`src/rtl/seq_mult_core.sv`:
```
// Sequential shift-and-add multiplier: one partial product per clock, WIDTH cycles per result.
// Optional two's-complement mode is built only when MULT_SIGNED_EN is defined.
module seq_mult_core #(
    parameter int WIDTH = 4
) (
    input  logic               clk,
    input  logic               rst_n,
    input  logic               start,
    input  logic [WIDTH-1:0]   a,
    input  logic [WIDTH-1:0]   b,
    input  logic               sgn,
    output logic               busy,
    output logic               done,
    output logic [2*WIDTH-1:0] p
);

    localparam int PW = 2 * WIDTH;
    localparam int CW = $clog2(WIDTH + 1);

    typedef enum logic {
        ST_IDLE = 1'b0,
        ST_RUN  = 1'b1
    } state_t;

    state_t            r_state;
    state_t            w_state_nxt;
    logic              w_busy_nxt;
    logic              w_done_nxt;
    logic              w_last;
    logic [PW-1:0]     r_acc;
    logic [PW-1:0]     r_mcand;
    logic [WIDTH-1:0]  r_mplier;
    logic [CW-1:0]     r_cnt;
    logic              r_neg;
    logic              r_busy;
    logic              r_done;
    logic [PW-1:0]     r_p;
    logic [PW-1:0]     w_acc_sum;
    logic [PW-1:0]     w_result;
    logic [WIDTH-1:0]  w_mag_a;
    logic [WIDTH-1:0]  w_mag_b;
    logic              w_neg_load;

    assign w_last    = (r_cnt == CW'(1));
    assign w_acc_sum = r_mplier[0] ? (r_acc + r_mcand) : r_acc;

`ifdef MULT_SIGNED_EN
    function automatic logic [WIDTH-1:0] f_mag(input logic [WIDTH-1:0] v);
        if (v[WIDTH-1]) begin
            f_mag = ~v + {{(WIDTH-1){1'b0}}, 1'b1};
        end else begin
            f_mag = v;
        end
    endfunction

    function automatic logic [PW-1:0] f_neg(input logic [PW-1:0] v);
        f_neg = ~v + {{(PW-1){1'b0}}, 1'b1};
    endfunction

    // The most negative operand maps to 2^(WIDTH-1), which is still exact as an unsigned magnitude.
    assign w_mag_a    = sgn ? f_mag(a) : a;
    assign w_mag_b    = sgn ? f_mag(b) : b;
    assign w_neg_load = sgn & (a[WIDTH-1] ^ b[WIDTH-1]);
    assign w_result   = r_neg ? f_neg(w_acc_sum) : w_acc_sum;
`else
    logic w_unused_sign;
    assign w_mag_a       = a;
    assign w_mag_b       = b;
    assign w_neg_load    = 1'b0;
    assign w_result      = w_acc_sum;
    assign w_unused_sign = sgn ^ r_neg;
`endif

    // State register
    always_ff @(posedge clk or negedge rst_n) begin
        if (!rst_n) begin
            r_state <= ST_IDLE;
        end else begin
            r_state <= w_state_nxt;
        end
    end

    // Next-state decode
    always_comb begin
        w_state_nxt = r_state;
        case (r_state)
            ST_IDLE: begin
                if (start) begin
                    w_state_nxt = ST_RUN;
                end else begin
                    w_state_nxt = ST_IDLE;
                end
            end
            ST_RUN: begin
                if (w_last) begin
                    w_state_nxt = ST_IDLE;
                end else begin
                    w_state_nxt = ST_RUN;
                end
            end
            default: w_state_nxt = ST_IDLE;
        endcase
    end

    // Output decode, registered below so busy/done change on the same edge as the state
    always_comb begin
        w_busy_nxt = 1'b0;
        w_done_nxt = 1'b0;
        case (r_state)
            ST_IDLE: begin
                w_busy_nxt = start;
                w_done_nxt = 1'b0;
            end
            ST_RUN: begin
                w_busy_nxt = ~w_last;
                w_done_nxt = w_last;
            end
            default: begin
                w_busy_nxt = 1'b0;
                w_done_nxt = 1'b0;
            end
        endcase
    end

    // Handshake output registers
    always_ff @(posedge clk or negedge rst_n) begin
        if (!rst_n) begin
            r_busy <= 1'b0;
            r_done <= 1'b0;
        end else begin
            r_busy <= w_busy_nxt;
            r_done <= w_done_nxt;
        end
    end

    // Shift-and-add datapath and held product
    always_ff @(posedge clk or negedge rst_n) begin
        if (!rst_n) begin
            r_acc    <= {PW{1'b0}};
            r_mcand  <= {PW{1'b0}};
            r_mplier <= {WIDTH{1'b0}};
            r_cnt    <= {CW{1'b0}};
            r_neg    <= 1'b0;
            r_p      <= {PW{1'b0}};
        end else begin
            case (r_state)
                ST_IDLE: begin
                    if (start) begin
                        r_acc    <= {PW{1'b0}};
                        r_mcand  <= {{WIDTH{1'b0}}, w_mag_a};
                        r_mplier <= w_mag_b;
                        r_cnt    <= CW'(WIDTH);
                        r_neg    <= w_neg_load;
                    end
                end
                ST_RUN: begin
                    r_acc    <= w_acc_sum;
                    r_mcand  <= {r_mcand[PW-2:0], 1'b0};
                    r_mplier <= {1'b0, r_mplier[WIDTH-1:1]};
                    r_cnt    <= r_cnt - CW'(1);
                    if (w_last) begin
                        r_p <= w_result;
                    end
                end
                default: begin
                    r_acc <= {PW{1'b0}};
                end
            endcase
        end
    end

    assign busy = r_busy;
    assign done = r_done;
    assign p    = r_p;

endmodule
```
`config.mk`:
```
export PLATFORM = sky130hd
export DESIGN_NAME = seq_mult_core
export DESIGN_NICKNAME = d
export VERILOG_FILES = /design/src/rtl/seq_mult_core.sv
export SDC_FILE = /design/constraint.sdc
export NUM_CORES = 1
export LEC_CHECK = 0
export CAP_MARGIN = 20
export CORE_ASPECT_RATIO = 0.6
export CORE_MARGIN = 2
export CORE_UTILIZATION = 54
export CTS_CLUSTER_DIAMETER = 100
export CTS_CLUSTER_SIZE = 14
export DETAILED_ROUTE_END_ITERATION = 10
export PLACE_DENSITY = 0.74
export RECOVER_POWER = 25
export SYNTH_ARGS = -nofsm -noshare
export SYNTH_HDL_FRONTEND = slang
export SYNTH_SLANG_ARGS = --single-unit
```
`constraint.sdc`:
```
create_clock -name clk -period 2.4 [get_ports clk]
set_input_delay 0.24 -clock clk [delete_from_list [all_inputs] [get_ports clk]]
set_output_delay 0.24 -clock clk [all_outputs]
set_load 0.02 [all_outputs]
```
; Word-level counts from Yosys, hierarchy flattened
; Cells that the tools add are included.
[word_totals]
regBits = 34
inputBits = 12
output_inout_bits = 10
word_cells = 29
[classes]
add_sub_neg = 2
n_eq_ne = 2
muxes = 14
n_bitwise = 2
n_reduce_logical = 1
[ops]
columns = operator, n
row1 = $pmux W8 S2, 2
row2 = $mux W8, 3
row3 = $add A8 B8 Y8, 1
row4 = $pmux W4 S2, 1
row5 = $pmux W1 S2, 3
row6 = $pmux W3 S2, 1
row7 = $mux W4, 1
row8 = $eq A3 B1 Y1 const B, 1
row9 = $mux W3, 1
row10 = $sub A3 B1 Y3 const B, 1
row11 = $mux W1, 2
row12 = $ne A2 B2 Y1 const B, 1
row13 = $not A1 Y1, 2
row14 = $reduce_and A2 Y1, 1

; Logic depth before layout (Yosys ltp)
[logic_depth]
ltp_word = 3
ltp_mapped = 8
depth_no_buf = 8

; Least setup slack after synthesis
; OpenSTA, ideal clock, no wires.
[synth_path]
path_kind = register -> register
startpoint = reg r_acc[0]
endpoint = reg r_p[6], in the netlist p[6]
setup_ns = 0.065
t_arrival_ns = 1.899
required_time_ns = 2.335
slack_ns = 0.435
stages_incl_launch_ff = 8
n_path_buf = 0
period_less_slack_ns = 1.965
path_cell_list = dfrtp_1 -> ha_1 -> fa_1 -> a211oi_1 -> o21bai_1 -> a21oi_1 -> mux2_2 -> nand2_1
[synth_via]
elab_chain_len = 2
[synth_lines]
columns = item, line_no
row1 = start: declaration, 30  ; logic [PW-1:0] r_acc;
row2 = start signal: assignment, 139  ; r_acc <= {PW{1'b0}};
row3 = start signal: assignment, 149  ; r_acc <= {PW{1'b0}};
row4 = start signal: assignment, 157  ; r_acc <= w_acc_sum;
row5 = $add A8 B8 Y8, 45  ; assign w_acc_sum = r_mplier[0] ? (r_acc + r_mcand) : r_acc;
row6 = $mux W8, 45
row7 = end signal: assignment, 144  ; r_p <= {PW{1'b0}};
row8 = end signal: assignment, 162  ; r_p <= w_result;
row9 = end: declaration, 37  ; logic [PW-1:0] r_p;
; No other way between the ends.
; A chain may end at the register's enable or synchronous reset.

; Worst setup path after layout
; Same ends and word-level chain as after synthesis.

==> results by group <==
Cells and area
  – Register area: 825.8 µm²
  – Layout cells sized above 1: 0.1024
  – Most frequent cells in the layout: 33 x dfrtp_1, 27 x nand2_1, 20 x o21ai_0
  – Most common cell after layout, fill and taps aside: dfrtp_1
  – Filler cells: 281
  – Final nets: 226
  – Core Util, Final: 0.6540
  – Non-filler cells, final: 250
  – Ant diodes: 0
  – Area of the multi-input gates: 949.7 µm²
  – Area Overhead vs Synth: 15.32%

Worst setup path
  – Arrival @ worst endpoint: 2350 ps
  – Crit end category: register
  – Critical path buffer and inverter count: 0
  – Internal reg-to-reg setup slack: 270 ps
  – Worst setup path category: reg -> reg
  – Slowest stage cell, crit path: fa_1
  – Critical Path Start Type: register
  – Required time of the critical path: 2620 ps
  – Cell family with most CP delay: adder cells
  – Cell-by-cell trace of the critical path: ha_1 -> fa_1 -> a211oi_1 -> o21bai_1 -> a21oi_1 -> mux2_2 -> nand2_1
  – R2R depth: 7
  – FF-to-FF End: p[6]
  – Max stage delay on crit path: 430 ps
  – Worst Path Max Fanout: 3
  – R2R Path Start: r_acc[0]

Clock tree
  – CTS clock-pin slew for the worst setup and hold paths: 60 ps
  – Longest Clk Path Bufs: 2
  – CTS H-tree depth: 2
  – Clk sinks: 33
  – Clk_lat worst skew: 280 ps
  – Post-CTS Resized: 0
  – Root Buffer: clkbuf_8
  – CTS tree: yes
  – Num CTS Buffers: 5
  – Post-CTS Hold Buffers: 0
  – Post-CTS setup buffers: 0

Hold path
  – Worst Hold Class: reg -> reg
  – Hold endpoint: p[0]
  – Min-delay src: p[0]
  – Hold depth: 2

Logic synthesis
  – Ranking of synthesized cells by area: dfrtp_1 44%, mux2i_1 7.0%, ha_1 6.0%
  – Synth top area share: 0.4435
  – Synthesized area per cell: 10.06 µm²
  – Area leader, netlist: dfrtp_1
  – Instance count of the mapped netlist: 185
  – Post-synth EDFFs: 0
  – Cell Area, Synth: 1862 µm²
  – Asr flop ratio synth: 1.000
  – Synthesis warning total: 0
  – Netlist cell types: 43
  – Primary FF master, synth: dfrtp_1
  – #FFs+latches synth: 33
  – Syn Nets: 207
  – Post-synthesis sequential area ratio: 0.4435

Drt
  – Post-DR wirelength/cell: 15.22 µm
  – First-pass detailed-route iteration total: 4
  – DR vias: 1392
  – Final WL: 3804 µm
  – Via-to-Cell Ratio: 5.568
  – Final ANT Viol Nets: 0
  – DRC Markers: 0
  – DR iter-0 viols: 132

STA
  – Final Max Tran Viols: 0
  – Final hold viol count: 0
  – Final setup viols: 0
  – RSZ-0062 raised after global routing: no
  – Worst relative slew slack: 0.4426
  – Min Tclk post-route: 2130 ps
  – Setup TNS: 0 ps
  – Clk_skew: 6.713 ps
  – Slew @ Worst Pin: 836.1 ps
  – Hold_ws: 477.1 ps
  – Max frequency: 0.4695 GHz
  – Final worst-path cycle share: 0.8875

Power
  – Leakage: 0.9893 nW
  – VDD IR max: 531.0 µV
  – Power density over the cells: 1156 nW/µm²

GRT
  – Total Routing Usage GR: 0.2208
  – GRT met1 Usage: 0.3218
  – GR Util met3: 0.05128
  – Grt ovf: 0
  – Initial antenna violation count: 0
  – Number of global-route vias before repair: 1427
  – Met2 GRT Util: 0.3277
  – Global-route wire length before repair: 6803 µm
  – GR peak layer: met2
  – Largest net degree at the start of global routing: 39

Floorplan
  – Die ar.: 3949 µm²
  – # rows: 16
  – Die height: 49.48 µm
  – Initial core utilization: 0.5671
  – Die Wd: 79.81 µm
  – Core footprint: 3283 µm²
  – Num ports: 22

Placement
  – GP Congestion: 0.9149
  – Hpwl dp: 2612 µm
  – Placed insts: 242
  – Port Buffers: 20

Flow run
  – Max Cap Viol: 0

Run status
  – Status: completed
[cell usage after synthesis (all sizes together) (2+ instances only)]
| library cell | count |
|---|---|
| mux2i | 13 |
| nor3b | 4 |
| a22o | 2 |
| nor2 | 4 |
| a21oi | 11 |
| clkbuf | 6 |
| nand2 | 27 |
| mux2 | 4 |
| xor2 | 3 |
| o21ai | 21 |
| nand2b | 9 |
| xnor2 | 3 |
| ha | 9 |
| dfrtp | 33 |
| inv | 4 |
| nand3 | 2 |
| nand3b | 4 |
| nor3 | 4 |
| buf | 5 |
[report_power, final]
| group | internal [mW] | leakage [nW] | total (mW) | switching (mW) |
|---|---|---|---|---|
| Clock | 0.206 | 0.0395 | 0.402 | 0.196 |
| Combinational | 0.517 | 0.522 | 1.14 | 0.622 |
| Sequential | 0.758 | 0.428 | 0.942 | 0.184 |
| Total | 1.48 | 0.989 | 2.48 | 1.00 |
[worst max-delay path by stage]
stage	to	slack, ps	from	depth (start not counted)
finish	p[6]	270	r_acc[0]	7
global route	p[6]	140	r_acc[0]	7
CTS	p[6]	280	r_acc[0]	7
detailed placement	p[6]	300	r_acc[0]	7
global placement	p[6]	340	r_acc[0]	7
floorplan	p[6]	440	r_acc[0]	7
[layout make-up]
class | count | share of cell area
multi-input cells | 137 | 0.4423
flip-flops and latches | 33 | 0.3846
repair buffers | 23 | 0.1026
clock buffers | 8 | 0.03730
well taps | 45 | 0.02622
inverters | 4 | 0.006993
[registers in the layout, indices dropped and copies added, names as in the netlist]
signal    count
p             8
r_acc         8
r_mcand       8
r_mplier      4
r_cnt         3
busy          1
done          1
[routing by layer]
metal,wire length [µm],up-vias
met5,0,-
met4,43,0
met3,117,7
met2,1640,21
met1,2002,675
li1,-,689
[cells by family after synthesis]
group,count (synthesis),synth area share
and+or+nand+nor,61,0.1700
adders and majority gates,10,0.07124
AOI/OAI and AO/OA,43,0.1465
muxes,17,0.09408
buffers and inverters,15,0.04637
DFF,33,0.4435
xor gates and xnor gates,6,0.02823
[metrics by stage]
step | power [mW] | instance area, µm² | setup slack, ps
after floorplan | 1.761 | 1862 | 435.4
after global placement | 2.017 | 2069 | 338.0
after detailed placement | 2.080 | 2069 | 297.9
after CTS | 2.486 | 2150 | 275.1
after global routing | 2.683 | 2147 | 144.9
final | 2.482 | 2147 | 270.1
[worst min-delay path, cell delays in order, from the launching register on]
cell and delay, ps:
dfrtp_1 340, nand2_1 50, nand2_1 50
Note: power is estimated with default switching activity, not from simulation.
